--- src/rtl/coresysservices_ahbl_txn_seq.sv ---
// +----------------------------------------------------------------------------+
// | coresysservices_ahbl_txn_seq                                               |
// | Word-sized 1..16 beat command sequencer driving an AHB-Lite master port.   |
// | Revision: 1.0                                                              |
// +----------------------------------------------------------------------------+
`timescale 1ns/1ps
`default_nettype none

module coresysservices_ahbl_txn_seq #(
  parameter int MAX_BEATS = 16
) (
  input  logic                          HCLK,
  input  logic                          HRESETN,
  input  logic                          req_valid_i,
  output logic                          req_ready_o,
  input  logic                          req_write_i,
  input  logic [31:0]                   req_addr_i,
  input  logic [$clog2(MAX_BEATS)-1:0]  req_len_i,
  input  logic [31:0]                   wd_data_i,
  output logic                          wd_ack_o,
  output logic                          rsp_valid_o,
  output logic [31:0]                   rsp_rdata_o,
  output logic                          rsp_err_o,
  output logic                          rsp_last_o,
  output logic                          fmhsel_o,
  output logic [1:0]                    fmhtrans_o,
  output logic                          fmhwrite_o,
  output logic [2:0]                    fmhsize_o,
  output logic [2:0]                    fmhburst_o,
  output logic [31:0]                   fmhaddr_o,
  output logic [31:0]                   fmhwdata_o,
  input  logic                          mfhready_i,
  input  logic                          mfhresp_i,
  input  logic [31:0]                   mfhrdata_i
);

  localparam int         C_LW         = $clog2(MAX_BEATS);
  localparam int         C_CW         = C_LW + 1;
  localparam logic [1:0] C_HT_IDLE    = 2'b00;
  localparam logic [1:0] C_HT_NONSEQ  = 2'b10;
  localparam logic [1:0] C_HT_SEQ     = 2'b11;

  typedef enum logic [1:0] {
    S_IDLE = 2'd0,
    S_XFER = 2'd1,
    S_LAST = 2'd2,
    S_ERR  = 2'd3
  } state_t;

  state_t            r_state, w_state;
  logic              r_sel, w_sel;
  logic [1:0]        r_trans, w_trans;
  logic              r_write, w_write;
  logic [2:0]        r_burst, w_burst;
  logic [31:0]       r_addr, w_addr;
  logic [31:0]       r_wdata, w_wdata;
  logic [C_CW-1:0]   r_left, w_left;
  logic              r_dp, w_dp;
  logic              r_rsp_valid, w_rsp_valid;
  logic [31:0]       r_rsp_rdata, w_rsp_rdata;
  logic              r_rsp_err, w_rsp_err;
  logic              r_rsp_last, w_rsp_last;
  logic [31:0]       w_addr_inc;

  always_ff @(posedge HCLK or negedge HRESETN) begin
    if (!HRESETN) begin
      r_state     <= S_IDLE;
      r_sel       <= 1'b0;
      r_trans     <= C_HT_IDLE;
      r_write     <= 1'b0;
      r_burst     <= 3'b000;
      r_addr      <= 32'd0;
      r_wdata     <= 32'd0;
      r_left      <= '0;
      r_dp        <= 1'b0;
      r_rsp_valid <= 1'b0;
      r_rsp_rdata <= 32'd0;
      r_rsp_err   <= 1'b0;
      r_rsp_last  <= 1'b0;
    end else begin
      r_state     <= w_state;
      r_sel       <= w_sel;
      r_trans     <= w_trans;
      r_write     <= w_write;
      r_burst     <= w_burst;
      r_addr      <= w_addr;
      r_wdata     <= w_wdata;
      r_left      <= w_left;
      r_dp        <= w_dp;
      r_rsp_valid <= w_rsp_valid;
      r_rsp_rdata <= w_rsp_rdata;
      r_rsp_err   <= w_rsp_err;
      r_rsp_last  <= w_rsp_last;
    end
  end

  // r_dp marks a data phase in flight behind the current address phase.
  always_comb begin
    w_state     = r_state;
    w_sel       = r_sel;
    w_trans     = r_trans;
    w_write     = r_write;
    w_burst     = r_burst;
    w_addr      = r_addr;
    w_wdata     = r_wdata;
    w_left      = r_left;
    w_dp        = r_dp;
    w_rsp_valid = 1'b0;
    w_rsp_rdata = r_rsp_rdata;
    w_rsp_err   = 1'b0;
    w_rsp_last  = 1'b0;
    w_addr_inc  = r_addr + 32'd4;
    case (r_state)
      S_IDLE: begin
        if (req_valid_i) begin
          w_state = S_XFER;
          w_sel   = 1'b1;
          w_trans = C_HT_NONSEQ;
          w_write = req_write_i;
          w_burst = (req_len_i == '0) ? 3'b000 : 3'b001;
          w_addr  = req_addr_i & 32'hFFFF_FFFC;
          w_left  = C_CW'(req_len_i) + C_CW'(1);
          w_dp    = 1'b0;
        end
      end
      S_XFER: begin
        if (mfhready_i) begin
          if (r_dp) begin
            w_rsp_valid = 1'b1;
            w_rsp_err   = mfhresp_i;
            w_rsp_last  = mfhresp_i;
            w_rsp_rdata = (r_write || mfhresp_i) ? 32'd0 : mfhrdata_i;
          end
          if (r_dp && mfhresp_i) begin
            w_state = S_IDLE;
            w_sel   = 1'b0;
            w_trans = C_HT_IDLE;
            w_dp    = 1'b0;
          end else begin
            w_addr = w_addr_inc;
            w_left = r_left - C_CW'(1);
            w_dp   = 1'b1;
            if (r_write) w_wdata = wd_data_i;
            if (r_left == C_CW'(1)) begin
              w_state = S_LAST;
              w_trans = C_HT_IDLE;
            end else begin
              // A 1 KB crossing restarts the burst with NONSEQ.
              w_trans = (w_addr_inc[9:0] == 10'd0) ? C_HT_NONSEQ : C_HT_SEQ;
            end
          end
        end else if (r_dp && mfhresp_i) begin
          w_state = S_ERR;
          w_trans = C_HT_IDLE;
        end
      end
      S_LAST: begin
        if (mfhready_i) begin
          w_rsp_valid = 1'b1;
          w_rsp_last  = 1'b1;
          w_rsp_err   = mfhresp_i;
          w_rsp_rdata = (r_write || mfhresp_i) ? 32'd0 : mfhrdata_i;
          w_state     = S_IDLE;
          w_sel       = 1'b0;
          w_dp        = 1'b0;
        end else if (mfhresp_i) begin
          w_state = S_ERR;
        end
      end
      S_ERR: begin
        w_trans = C_HT_IDLE;
        if (mfhready_i) begin
          w_rsp_valid = 1'b1;
          w_rsp_err   = 1'b1;
          w_rsp_last  = 1'b1;
          w_rsp_rdata = 32'd0;
          w_state     = S_IDLE;
          w_sel       = 1'b0;
          w_dp        = 1'b0;
        end
      end
      default: begin
        w_state = S_IDLE;
        w_sel   = 1'b0;
        w_trans = C_HT_IDLE;
      end
    endcase
  end

  assign req_ready_o = (r_state == S_IDLE);
  assign wd_ack_o    = (r_state == S_XFER) && r_write && mfhready_i;
  assign rsp_valid_o = r_rsp_valid;
  assign rsp_rdata_o = r_rsp_rdata;
  assign rsp_err_o   = r_rsp_err;
  assign rsp_last_o  = r_rsp_last;
  assign fmhsel_o    = r_sel;
  assign fmhtrans_o  = r_trans;
  assign fmhwrite_o  = r_write;
  assign fmhsize_o   = 3'b010;
  assign fmhburst_o  = r_burst;
  assign fmhaddr_o   = r_addr;
  assign fmhwdata_o  = r_wdata;

endmodule

`default_nettype wire

--- config.mk ---
export PLATFORM = sky130hd
export DESIGN_NAME = coresysservices_ahbl_txn_seq
export DESIGN_NICKNAME = d
export VERILOG_FILES = /design/src/rtl/coresysservices_ahbl_txn_seq.sv
export SDC_FILE = /design/constraint.sdc
export NUM_CORES = 1
export LEC_CHECK = 0
export BUFFER_PORTS_ARGS = -buffer_cell sky130_fd_sc_hd__buf_2
export CORE_UTILIZATION = 44
export DETAILED_ROUTE_END_ITERATION = 8
export PLACE_DENSITY = 0.77
export SLEW_MARGIN = 20
export SYNTH_ARGS = -nofsm -noshare
export SYNTH_HDL_FRONTEND = slang
export SYNTH_SLANG_ARGS = --single-unit
--- constraint.sdc ---
create_clock -name HCLK -period 1.7 [get_ports HCLK]
set_input_delay 0.17 -clock HCLK [delete_from_list [all_inputs] [get_ports HCLK]]
set_output_delay 0.17 -clock HCLK [all_outputs]
set_load 0.02 [all_outputs]
==> impl_metrics.xml, run 1 <==
<?xml version="1.0" encoding="UTF-8"?>
<metrics>
  <group name="global_routing">
    <metric name="grt_remaining_overflow" unit="">0</metric>
    <metric name="globalRouteTotalUtil" unit="">0.239</metric>
    <metric name="grt_start_max_net_pins" unit="">67</metric>
    <metric name="global_route_wire_length_before_repair" unit="mm">23.8</metric>
    <metric name="grt_pass1_vias" unit="">4825</metric>
    <metric name="grt_antenna_before_repair" unit="">0</metric>
  </group>
  <group name="route">
    <metric name="wirelength" unit="mm">15.3</metric>
    <metric name="antenna_left" unit="">0</metric>
    <metric name="drt_iter0_markers" unit="">394</metric>
    <metric name="drt-vias-per-instance" unit="">5.56</metric>
    <metric name="firstDrtPassIters" unit="">5</metric>
    <metric name="drc" unit="">0</metric>
    <metric name="vias" unit="">4871</metric>
    <metric name="wire_length_per_cell" unit="um">17.5</metric>
  </group>
  <group name="setup_path">
    <metric name="crit_chain" unit="">nor2b_4 -&gt; buf_12 -&gt; and3_1 -&gt; buf_4</metric>
    <metric name="timing.critical_path.buf_inv" unit="">2</metric>
    <metric name="reg2reg_to" unit="">fmhwdata_o[30]</metric>
    <metric name="regToRegStartpoint" unit="">r_state[0]</metric>
    <metric name="timing.reg2reg.worst_path_depth" unit="">5</metric>
    <metric name="crit_path_end_kind" unit="">primary output</metric>
    <metric name="critPathLaunchType" unit="">register</metric>
    <metric name="critical_path_depth" unit="">4</metric>
    <metric name="critical-path-top-delay-family" unit="">flip-flops</metric>
    <metric name="cpPeakStageDelay" unit="ns">0.39</metric>
    <metric name="setup.worst_path.end" unit="">wd_ack_o</metric>
    <metric name="worst_path_max_delay_cell" unit="">sky130_fd_sc_hd__dfrtp_1</metric>
    <metric name="path_class" unit="">register to primary output</metric>
    <metric name="rrSetupSlack" unit="ns">0.07</metric>
    <metric name="worstPathArrival" unit="ns">1.47</metric>
    <metric name="worstPathRequired" unit="ns">1.53</metric>
    <metric name="timing.critical_path.fanout_max" unit="">31</metric>
    <metric name="worstSetupStartpoint" unit="">r_state[0]</metric>
  </group>
  <group name="clock_tree">
    <metric name="cts_tree" unit="">done</metric>
    <metric name="ctsRootBufferMaster" unit="">sky130_fd_sc_hd__clkbuf_16</metric>
    <metric name="cts.path.max_buffers" unit="">2</metric>
    <metric name="clk-insertion-delay-late" unit="ns">0.35</metric>
    <metric name="path_clk_slew" unit="ns">0.07</metric>
    <metric name="cts_buffers" unit="">9</metric>
    <metric name="ctsHtreeMaxLevel" unit="">3</metric>
    <metric name="num_clock_sinks" unit="">110</metric>
  </group>
  <group name="sta">
    <metric name="finalCritPeriodShare" unit="">0.965</metric>
    <metric name="worst_hold_slack" unit="ns">0.0268</metric>
    <metric name="rsz0062_at_grt" unit="">yes</metric>
    <metric name="final-hold-violation-count" unit="">0</metric>
    <metric name="report.final.slew_viol_count" unit="">0</metric>
    <metric name="final_critical_path_setup_slack" unit="ns">0.0595</metric>
    <metric name="worst_clock_skew" unit="ns">0.00447</metric>
    <metric name="totalNegativeSetupSlack" unit="ns">0</metric>
    <metric name="final_period_minus_worst_setup_slack" unit="ns">1.64</metric>
    <metric name="max_freq" unit="GHz">0.610</metric>
    <metric name="setup_viol" unit="">0</metric>
  </group>
  <group name="power_and_ir_drop">
    <metric name="total_leakage_power" unit="nW">3.73</metric>
    <metric name="total_power_of_the_final_layout" unit="mW">15.8</metric>
    <metric name="power_switching_share" unit="">0.439</metric>
    <metric name="seqPwrFrac" unit="">0.308</metric>
    <metric name="power.net_switching" unit="mW">6.94</metric>
    <metric name="power_density" unit="mW/mm2">2170</metric>
    <metric name="p_comb_frac" unit="">0.560</metric>
    <metric name="clock_power_share" unit="">0.131</metric>
    <metric name="cellInternalPower" unit="mW">8.88</metric>
    <metric name="max_ir_drop_vdd" unit="mV">0.898</metric>
  </group>
  <group name="synth">
    <metric name="synthesis.yosys.warnings" unit="">0</metric>
    <metric name="synth_top_flop_cell" unit="">sky130_fd_sc_hd__dfrtp_1</metric>
    <metric name="async_reset_ff_frac" unit="">1.00</metric>
    <metric name="yosys_register_bits" unit="">110</metric>
    <metric name="synthesis.area" unit="mm2">0.00540</metric>
    <metric name="synth-edff-count" unit="">0</metric>
    <metric name="postSynthAreaPerCell" unit="um2">10.9</metric>
    <metric name="synth_cells" unit="">495</metric>
    <metric name="synth_cell_types" unit="">60</metric>
    <metric name="ys_seq_area_frac" unit="">0.510</metric>
  </group>
  <group name="placed_design">
    <metric name="placedCellCount" unit="">855</metric>
    <metric name="place_worst_setup_slack" unit="ns">0.0464</metric>
    <metric name="postPlaceCellArea" unit="mm2">0.00688</metric>
    <metric name="dp_hpwl" unit="mm">10.8</metric>
    <metric name="count_of_buffers_inserted_at_the_top_level_ports" unit="">207</metric>
    <metric name="place_congestion" unit="">0.846</metric>
  </group>
  <group name="floorplan">
    <metric name="ios" unit="">217</metric>
    <metric name="floorplan.initialDensity" unit="">0.451</metric>
    <metric name="design.die.area" unit="mm2">0.0127</metric>
    <metric name="std_cell_rows" unit="">40</metric>
    <metric name="chipWidth" unit="um">113</metric>
    <metric name="chipHeight" unit="um">113</metric>
    <metric name="core_area" unit="mm2">0.0120</metric>
  </group>
  <group name="min_path">
    <metric name="hold_path.class" unit="">input pin to register</metric>
  </group>
  <group name="layout">
    <metric name="filler_cell_count" unit="">985</metric>
    <metric name="antennaDiodeCount" unit="">0</metric>
    <metric name="finish.utilization" unit="">0.611</metric>
    <metric name="finish.cell_count_without_fillers" unit="">876</metric>
    <metric name="flow.area_growth_from_synthesis" unit="%">35.3</metric>
    <metric name="finalNetCount" unit="">835</metric>
    <metric name="multi_input_comb_area" unit="mm2">0.00248</metric>
    <metric name="final_layout_size_suffix_gt1_frac" unit="">0.462</metric>
    <metric name="final_cell_area_excluding_filler_cells" unit="mm2">0.00730</metric>
    <metric name="final-seq-area" unit="mm2">0.00277</metric>
  </group>
  <group name="flow_run">
    <metric name="max-cap-violations" unit="">0</metric>
  </group>
  <group name="outcome">
    <metric name="outcome" unit="">completed</metric>
  </group>
</metrics>
[logic make-up after synthesis]
kind of cell,after synthesis,synth area share
AO/OA/AOI/OAI,147,0.189
XOR/XNOR,2,0.00325
adder cells (fa/ha/maj),5,0.0116
buffers and inverters,46,0.0475
flip-flops,110,0.510
multiplexers,36,0.0955
other,2,0.00139
AND/OR/NAND/NOR,147,0.142
[synthesized netlist by cell type (all sizes together), types with 2 or more instances]
cell type,instances,area [um2]
dfrtp,110,2750
nand2,43,181
a21oi,39,206
mux2,34,495
a22o,33,289
nor2,31,116
buf,27,185
o21ai,26,130
nand3,20,113
nor3,14,80.1
and3,13,82.6
o22ai,12,75.1
clkbuf,11,41.3
inv,8,30.0
nand4,7,43.8
a211oi,5,37.5
a31oi,5,31.3
ha,5,62.6
a2bb2oi,4,35.0
a21boi,3,22.5
a311oi,3,26.3
and2,3,18.8
nand2b,3,18.8
o22a,3,26.3
or4,3,22.5
a41oi,2,17.5
and4,2,17.5
conb,2,7.51
mux2i,2,20.0
nor2b,2,12.5
nor4,2,27.5
o21a,2,15.0
xnor2,2,17.5
[metal layers]
layer | routed length [um] | vias up | GRT usage
li1 | - | 2268 | -
met1 | 6140 | 2382 | 0.285
met2 | 7930 | 190 | 0.418
met3 | 866 | 31 | 0.0595
met4 | 377 | 0 | 0.0871
met5 | 0 | - | 0
[worst register-to-register path: cells and delay by family, from the launching register on]
kind                   cells  cell delay (ns)
AND/OR/NAND/NOR            3             0.60
buffers and inverters      1             0.20
multiplexers               1             0.32
flip-flops                 1             0.39
[power by group through the flow]
stage	combinational, mW	clock (mW)	sequential (mW)
6_report	8.87	2.08	4.87
5_1_grt	9.50	2.22	5.04
4_1_cts	8.69	2.12	4.86
3_5_place_dp	8.47	0	4.89
3_3_place_gp	8.26	0	4.78
2_1_floorplan	3.90	0	6.39
[layout make-up]
class | count | area share
inverters | 8 | 0.00411
multi-input cells | 344 | 0.340
well taps | 147 | 0.0252
clock buffers | 10 | 0.0327
clock inverters | 6 | 0.00720
flip-flops and latches | 110 | 0.379
repair buffers | 251 | 0.212
[worst min path at each step]
stage | startpoint | end | slack, ns | cells past startpoint
after global placement | HRESETN | fmhwdata_o[0] | 0.04 | 1
after global routing | mfhrdata_i[11] | rsp_rdata_o[11] | 0.02 | 2
after detailed placement | HRESETN | fmhwdata_o[27] | 0.05 | 1
after floorplan | HRESETN | fmhaddr_o[10] | -0.13 | 0
final | mfhrdata_i[7] | rsp_rdata_o[7] | 0.03 | 2
after CTS | mfhrdata_i[4] | rsp_rdata_o[4] | 0.01 | 2
[state kept, by name, indices dropped and copies added, names as in the netlist]
| register | count |
|---|---|
| fmhwdata_o | 32 |
| rsp_rdata_o | 32 |
| fmhaddr_o | 30 |
| r_left | 5 |
| fmhtrans_o | 2 |
| r_state | 2 |
| fmhburst_o | 1 |
| fmhsel_o | 1 |
| fmhwrite_o | 1 |
| r_dp | 1 |
| rsp_err_o | 1 |
| rsp_last_o | 1 |
| rsp_valid_o | 1 |
[repair_timing]
action                                  4_1_cts  5_1_grt
gates cloned                                  1        1
pin swaps                                     0        2
setup buffers                                 1        1
gates resized for setup                       0       14
hold buffers                                  1        0
endpoints found under the hold margin        15        0
endpoints found under the setup margin        1       23
[placed cells by master (no fill, tap or decap), types with 3 or more instances in the layout]
cell type	instances
sky130_fd_sc_hd__buf_2	205
sky130_fd_sc_hd__dfrtp_1	97
sky130_fd_sc_hd__a21oi_1	38
sky130_fd_sc_hd__nand2_1	37
sky130_fd_sc_hd__a22o_1	33
sky130_fd_sc_hd__buf_4	32
sky130_fd_sc_hd__nor2_1	31
sky130_fd_sc_hd__mux2_4	31
sky130_fd_sc_hd__o21ai_0	22
sky130_fd_sc_hd__nand3_1	19
sky130_fd_sc_hd__dfrtp_2	13
sky130_fd_sc_hd__o22ai_1	12
sky130_fd_sc_hd__and3_1	10
sky130_fd_sc_hd__clkbuf_16	10
sky130_fd_sc_hd__buf_12	10
sky130_fd_sc_hd__nor3_1	9
sky130_fd_sc_hd__inv_1	7
sky130_fd_sc_hd__nand4_1	7
sky130_fd_sc_hd__conb_1	7
sky130_fd_sc_hd__a211oi_1	5
sky130_fd_sc_hd__a31oi_1	5
sky130_fd_sc_hd__nor3_2	4
sky130_fd_sc_hd__a2bb2oi_1	4
sky130_fd_sc_hd__o21ai_1	4
sky130_fd_sc_hd__ha_1	4
sky130_fd_sc_hd__a21boi_0	3
sky130_fd_sc_hd__nand2_2	3
sky130_fd_sc_hd__nand2_4	3
sky130_fd_sc_hd__or4_1	3
sky130_fd_sc_hd__a311oi_1	3
sky130_fd_sc_hd__o22a_1	3
Power figures use the tool's default switching activity.
==> run 2: changes to the inputs <==
- CELL_PAD_IN_SITES_DETAIL_PLACEMENT: default -> 0
- CELL_PAD_IN_SITES_GLOBAL_PLACEMENT: default -> 1
- CORE_UTILIZATION: 44 -> 33
- GPL_ROUTABILITY_DRIVEN: default -> 0
- PLACE_DENSITY: 0.77 -> default
- PLACE_DENSITY_LB_ADDON: default -> 0.1
==> impl_metrics.xml, run 2 (synthesis gave the netlist of run 1 again) <==
<?xml version="1.0" encoding="UTF-8"?>
<metrics>
  <group name="setup_path">
    <metric name="worstPathArrival" unit="ns">1.86</metric>
    <metric name="worstPathRequired" unit="ns">1.94</metric>
    <metric name="path_class" unit="">register to register</metric>
    <metric name="timing.critical_path.fanout_max" unit="">12</metric>
    <metric name="crit_path_end_kind" unit="">register</metric>
    <metric name="critPathLaunchType" unit="">register</metric>
  </group>
  <group name="layout">
    <metric name="final_common_cell" unit="">sky130_fd_sc_hd__buf_2</metric>
    <metric name="antennaDiodeCount" unit="">0</metric>
    <metric name="filler_cell_count" unit="">1526</metric>
    <metric name="final_cell_mix" unit="">sky130_fd_sc_hd__buf_2, sky130_fd_sc_hd__dfrtp_1, sky130_fd_sc_hd__buf_4</metric>
    <metric name="final_layout_size_suffix_gt1_frac" unit="">0.470</metric>
    <metric name="finalNetCount" unit="">850</metric>
    <metric name="final_cell_area_excluding_filler_cells" unit="mm2">0.00753</metric>
    <metric name="flow.area_growth_from_synthesis" unit="%">39.5</metric>
  </group>
  <group name="floorplan">
    <metric name="floorplan.initialDensity" unit="">0.338</metric>
    <metric name="design.die.area" unit="mm2">0.0169</metric>
    <metric name="std_cell_rows" unit="">46</metric>
    <metric name="ios" unit="">217</metric>
    <metric name="chipWidth" unit="um">130</metric>
    <metric name="chipHeight" unit="um">130</metric>
    <metric name="core_area" unit="mm2">0.0159</metric>
  </group>
  <group name="sta">
    <metric name="setup_viol" unit="">0</metric>
    <metric name="rsz0062_at_grt" unit="">yes</metric>
    <metric name="final_period_minus_worst_setup_slack" unit="ns">1.63</metric>
    <metric name="worst_clock_skew" unit="ns">0.00863</metric>
    <metric name="finalCritPeriodShare" unit="">0.958</metric>
    <metric name="max_freq" unit="GHz">0.614</metric>
    <metric name="report.final.slew_viol_count" unit="">0</metric>
    <metric name="final_critical_path_setup_slack" unit="ns">0.0709</metric>
    <metric name="final-hold-violation-count" unit="">0</metric>
    <metric name="totalNegativeSetupSlack" unit="ns">0</metric>
  </group>
  <group name="route">
    <metric name="met3WireLength" unit="um">985</metric>
    <metric name="met2RoutedLength" unit="mm">7.32</metric>
    <metric name="drc" unit="">0</metric>
    <metric name="highest-signal-layer" unit="">met4</metric>
    <metric name="met1Wirelength" unit="mm">7.24</metric>
    <metric name="drt-vias-per-instance" unit="">5.01</metric>
    <metric name="vias" unit="">4805</metric>
    <metric name="wirelength" unit="mm">15.8</metric>
    <metric name="wire_length_per_cell" unit="um">16.4</metric>
    <metric name="firstDrtPassIters" unit="">6</metric>
    <metric name="antenna_left" unit="">0</metric>
    <metric name="drt_iter0_markers" unit="">250</metric>
  </group>
  <group name="power_and_ir_drop">
    <metric name="power_switching_share" unit="">0.429</metric>
    <metric name="cellInternalPower" unit="mW">9.24</metric>
    <metric name="clock_power_share" unit="">0.137</metric>
    <metric name="p_comb_frac" unit="">0.565</metric>
    <metric name="power.net_switching" unit="mW">6.95</metric>
    <metric name="max_ir_drop_vdd" unit="mV">0.901</metric>
    <metric name="total_leakage_power" unit="nW">3.79</metric>
    <metric name="seqPwrFrac" unit="">0.298</metric>
    <metric name="power_density" unit="mW/mm2">2150</metric>
  </group>
  <group name="placed_design">
    <metric name="count_of_buffers_inserted_at_the_top_level_ports" unit="">207</metric>
    <metric name="postPlaceCellArea" unit="mm2">0.00705</metric>
    <metric name="place_worst_setup_slack" unit="ns">0.00327</metric>
    <metric name="dp_hpwl" unit="mm">10.9</metric>
  </group>
  <group name="clock_tree">
    <metric name="path_clk_slew" unit="ns">0.07</metric>
    <metric name="num_clock_sinks" unit="">110</metric>
    <metric name="cts_tree" unit="">done</metric>
    <metric name="cts.path.max_buffers" unit="">2</metric>
    <metric name="ctsRootBufferMaster" unit="">sky130_fd_sc_hd__clkbuf_16</metric>
    <metric name="cts_buffers" unit="">9</metric>
    <metric name="ctsHtreeMaxLevel" unit="">3</metric>
    <metric name="clk-insertion-delay-late" unit="ns">0.36</metric>
  </group>
  <group name="global_routing">
    <metric name="grt_antenna_before_repair" unit="">0</metric>
    <metric name="global_route_wire_length_before_repair" unit="mm">23.6</metric>
    <metric name="grt_start_max_net_pins" unit="">49</metric>
    <metric name="grt_pass1_vias" unit="">4496</metric>
    <metric name="grt_remaining_overflow" unit="">0</metric>
    <metric name="globalRouteTotalUtil" unit="">0.182</metric>
  </group>
  <group name="min_path">
    <metric name="hold_path.class" unit="">input pin to register</metric>
  </group>
  <group name="outcome">
    <metric name="outcome" unit="">completed</metric>
  </group>
  <group name="flow_run">
    <metric name="max-cap-violations" unit="">0</metric>
  </group>
</metrics>
run 2: cell types whose count changed in the layout (fill, tap and decap cells not counted), moves of 2 or more:
cell	previous run	this run
sky130_fd_sc_hd__buf_4	32	45
sky130_fd_sc_hd__nand3_1	19	16
sky130_fd_sc_hd__inv_8	2	0
sky130_fd_sc_hd__nand3_2	0	3
run 2: cell type report:
cell class,instances,area [um2],area share
clock buffer,11,243,0.0322
sequential,110,2770,0.368
inverter,8,30.0,0.00399
clock inverter,5,63.8,0.00848
tap,216,270,0.0359
multi-input combinational,344,2480,0.329
timing repair buffer,266,1680,0.223
run 2: stage by stage:
step / total power [mW] / hold WS (ns) / instances / utilization
6_report: 16.2 / 0.0284 / 960 / 0.472
5_1_grt: 17.3 / 0.0180 / 960 / 0.472
4_1_cts: 16.0 / 0.0155 / 954 / 0.465
3_5_place_dp: 13.5 / 0.152 / 933 / 0.442
3_3_place_gp: 13.4 / 0.141 / 933 / 0.442
2_1_floorplan: 10.3 / -0.126 / 500 / -
run 2: power by group through the flow:
stage	registers [mW]	clock network [mW]	logic, mW
after global placement	4.82	0	8.58
after floorplan	6.39	0	3.90
after detailed placement	4.82	0	8.69
final	4.83	2.22	9.14
after global routing	5.01	2.40	9.90
after CTS	4.82	2.29	8.91
run 2: per-layer routing:
layer	vias to the layer above	global-route usage
met5	-	0
met4	0	0.0629
met3	16	0.0373
met2	182	0.285
met1	2310	0.249
li1	2297	-
run 2: what timing repair did:
action	in CTS	in global routing
pin swaps	1	6
hold buffers	1	0
endpoints found under the setup margin	2	14
gates cloned	1	2
buffers inserted	3	5
gates resized for setup	0	11
hold endpoints to repair	28	0
run 2: critical path, stage by stage (launching register included):
cell                      delay, ns
sky130_fd_sc_hd__dfrtp_1       0.41
sky130_fd_sc_hd__nor2b_4       0.22
sky130_fd_sc_hd__and3_1        0.24
sky130_fd_sc_hd__nand2_4       0.13
sky130_fd_sc_hd__buf_12        0.19
sky130_fd_sc_hd__mux2_1        0.31
run 2: worst paths after layout:
kind	start	endpoint	slack, ns	depth (start not counted)
min reg2reg	fmhwdata_o[30]	fmhwdata_o[30]	0.49	1
min in group asynchronous	HRESETN	fmhaddr_o[14]	0.31	2
max	r_state[0]	fmhwdata_o[0]	0.07	5
max reg2reg	r_state[0]	fmhwdata_o[0]	0.07	5
max in group asynchronous	HRESETN	fmhaddr_o[5]	0.77	3
min	mfhrdata_i[10]	rsp_rdata_o[10]	0.03	2
==> run 3: changes to the inputs <==
- RECOVER_POWER: default -> 50
==> impl_metrics.xml, run 3 (synthesis gave the netlist of run 1 again) <==
<?xml version="1.0" encoding="UTF-8"?>
<metrics>
  <group name="floorplan">
    <metric name="std_cell_rows" unit="">46</metric>
    <metric name="floorplan.initialDensity" unit="">0.338</metric>
    <metric name="chipWidth" unit="um">130</metric>
    <metric name="ios" unit="">217</metric>
    <metric name="design.die.area" unit="mm2">0.0169</metric>
    <metric name="core_area" unit="mm2">0.0159</metric>
    <metric name="chipHeight" unit="um">130</metric>
  </group>
  <group name="clock_tree">
    <metric name="cts.path.max_buffers" unit="">2</metric>
    <metric name="clk-insertion-delay-late" unit="ns">0.36</metric>
    <metric name="num_clock_sinks" unit="">110</metric>
    <metric name="ctsRootBufferMaster" unit="">sky130_fd_sc_hd__clkbuf_16</metric>
    <metric name="path_clk_slew" unit="ns">0.07</metric>
    <metric name="cts_tree" unit="">done</metric>
    <metric name="cts_buffers" unit="">9</metric>
    <metric name="ctsHtreeMaxLevel" unit="">3</metric>
  </group>
  <group name="min_path">
    <metric name="hold_path.class" unit="">input pin to register</metric>
  </group>
  <group name="sta">
    <metric name="timing_worst_slew_pin_value" unit="ns">0.844</metric>
    <metric name="rsz0062_at_grt" unit="">yes</metric>
    <metric name="report.final.slew_viol_count" unit="">0</metric>
    <metric name="final-hold-violation-count" unit="">0</metric>
    <metric name="finalCritPeriodShare" unit="">0.957</metric>
    <metric name="worst_clock_skew" unit="ns">0.00942</metric>
    <metric name="setup_viol" unit="">0</metric>
    <metric name="final_period_minus_worst_setup_slack" unit="ns">1.63</metric>
    <metric name="relSlewSlack" unit="">0.438</metric>
    <metric name="max_freq" unit="GHz">0.615</metric>
  </group>
  <group name="power_and_ir_drop">
    <metric name="power_density" unit="mW/mm2">2150</metric>
    <metric name="total_leakage_power" unit="nW">3.62</metric>
    <metric name="max_ir_drop_vdd" unit="mV">0.866</metric>
    <metric name="total_power_of_the_final_layout" unit="mW">16.0</metric>
  </group>
  <group name="setup_path">
    <metric name="worstPathArrival" unit="ns">1.86</metric>
    <metric name="critical-path-top-delay-family" unit="">simple AND/OR/NAND/NOR gates</metric>
    <metric name="crit_path_end_kind" unit="">register</metric>
    <metric name="critPathLaunchType" unit="">register</metric>
    <metric name="timing.critical_path.buf_inv" unit="">1</metric>
    <metric name="worstPathRequired" unit="ns">1.94</metric>
    <metric name="cpPeakStageDelay" unit="ns">0.41</metric>
    <metric name="crit_chain" unit="">nor2b_4 -&gt; and3_1 -&gt; nand2_4 -&gt; buf_12 -&gt; mux2_1</metric>
    <metric name="rrSetupSlack" unit="ns">0.07</metric>
    <metric name="worst_path_max_delay_cell" unit="">sky130_fd_sc_hd__dfrtp_1</metric>
    <metric name="path_class" unit="">register to register</metric>
    <metric name="timing.critical_path.fanout_max" unit="">12</metric>
  </group>
  <group name="layout">
    <metric name="final_layout_size_suffix_gt1_frac" unit="">0.405</metric>
    <metric name="final-seq-area" unit="mm2">0.00277</metric>
    <metric name="flow.area_growth_from_synthesis" unit="%">38.2</metric>
    <metric name="finish.cell_count_without_fillers" unit="">960</metric>
    <metric name="antennaDiodeCount" unit="">0</metric>
    <metric name="final_common_cell" unit="">sky130_fd_sc_hd__buf_2</metric>
    <metric name="final_cell_mix" unit="">sky130_fd_sc_hd__buf_2, sky130_fd_sc_hd__dfrtp_1, sky130_fd_sc_hd__clkbuf_1</metric>
    <metric name="filler_cell_count" unit="">1549</metric>
    <metric name="finish.utilization" unit="">0.468</metric>
    <metric name="finalNetCount" unit="">850</metric>
    <metric name="multi_input_comb_area" unit="mm2">0.00248</metric>
  </group>
  <group name="route">
    <metric name="wirelength" unit="mm">15.7</metric>
    <metric name="antenna_left" unit="">0</metric>
    <metric name="drc" unit="">0</metric>
    <metric name="drt-vias-per-instance" unit="">4.99</metric>
    <metric name="drt_iter0_markers" unit="">274</metric>
    <metric name="vias" unit="">4792</metric>
    <metric name="firstDrtPassIters" unit="">4</metric>
    <metric name="wire_length_per_cell" unit="um">16.4</metric>
  </group>
  <group name="global_routing">
    <metric name="grt_antenna_before_repair" unit="">0</metric>
    <metric name="grt_start_max_net_pins" unit="">49</metric>
    <metric name="global_route_wire_length_before_repair" unit="mm">23.6</metric>
    <metric name="grt_remaining_overflow" unit="">0</metric>
    <metric name="globalRouteTotalUtil" unit="">0.182</metric>
    <metric name="grt_pass1_vias" unit="">4496</metric>
  </group>
  <group name="placed_design">
    <metric name="dp_hpwl" unit="mm">10.9</metric>
    <metric name="placedCellCount" unit="">933</metric>
    <metric name="count_of_buffers_inserted_at_the_top_level_ports" unit="">207</metric>
  </group>
  <group name="outcome">
    <metric name="outcome" unit="">completed</metric>
  </group>
  <group name="flow_run">
    <metric name="max-cap-violations" unit="">0</metric>
  </group>
</metrics>
==> run 3: area by class of cell <==
cell class              count  share of cell area
flip-flops and latches    110               0.371
multi-input cells         344               0.332
repair buffers            266               0.215
well taps                 216              0.0362
clock buffers              11              0.0326
clock inverters             5             0.00856
inverters                   8             0.00403
==> run 3: worst register-to-register path, stage by stage, from the launching register on <==
cell                      delay (ns)
sky130_fd_sc_hd__dfrtp_1        0.41
sky130_fd_sc_hd__nor2b_4        0.22
sky130_fd_sc_hd__and3_1         0.24
sky130_fd_sc_hd__nand2_4        0.13
sky130_fd_sc_hd__buf_12         0.20
sky130_fd_sc_hd__mux2_1         0.31
==> run 3: what timing repair did <==
action	4_1_cts	5_1_grt
gates resized for setup	0	11
hold buffers	1	0
hold endpoints to repair	28	0
gates cloned	1	2
setup endpoints to repair	2	14
pin swaps	1	6
buffers inserted	3	5
==> run 3: worst paths after layout <==
kind                                startpoint               to  cells past startpoint
worst min register to register  fmhwdata_o[30]   fmhwdata_o[30]                      1
worst max-delay path                r_state[0]    fmhwdata_o[0]                      5
worst min-delay path            mfhrdata_i[10]  rsp_rdata_o[10]                      2
worst max register to register      r_state[0]    fmhwdata_o[0]                      5
max in group asynchronous              HRESETN     fmhaddr_o[5]                      3
min in group asynchronous              HRESETN    fmhaddr_o[14]                      2
==> run 3: through the flow <==
step,hold slack (ns),cell area (um2),setup TNS [ns],setup slack [ns]
2_1_floorplan,-0.126,5460,0,0.00218
3_3_place_gp,0.141,7050,0,0.0211
3_5_place_dp,0.152,7050,0,0.00327
4_1_cts,0.0155,7420,0,0.0181
5_1_grt,0.0180,7460,-0.0691,-0.0339
6_report,0.0284,7460,0,0.0728
==> run 3: where the power goes <==
part | total [mW] | internal [mW] | switching [mW]
Sequential | 4.85 | 3.95 | 0.891
Clock | 2.22 | 1.20 | 1.02
Combinational | 8.97 | 3.92 | 5.05
Total | 16.0 | 9.07 | 6.97
==> run 3: layer usage <==
metal / GRT usage / routed length, um / vias up
met2: 0.285 / 7270 / 173
met3: 0.0373 / 1060 / 16
met1: 0.249 / 7170 / 2303
li1: - / - / 2300
met5: 0 / 0 / -
met4: 0.0629 / 224 / 0
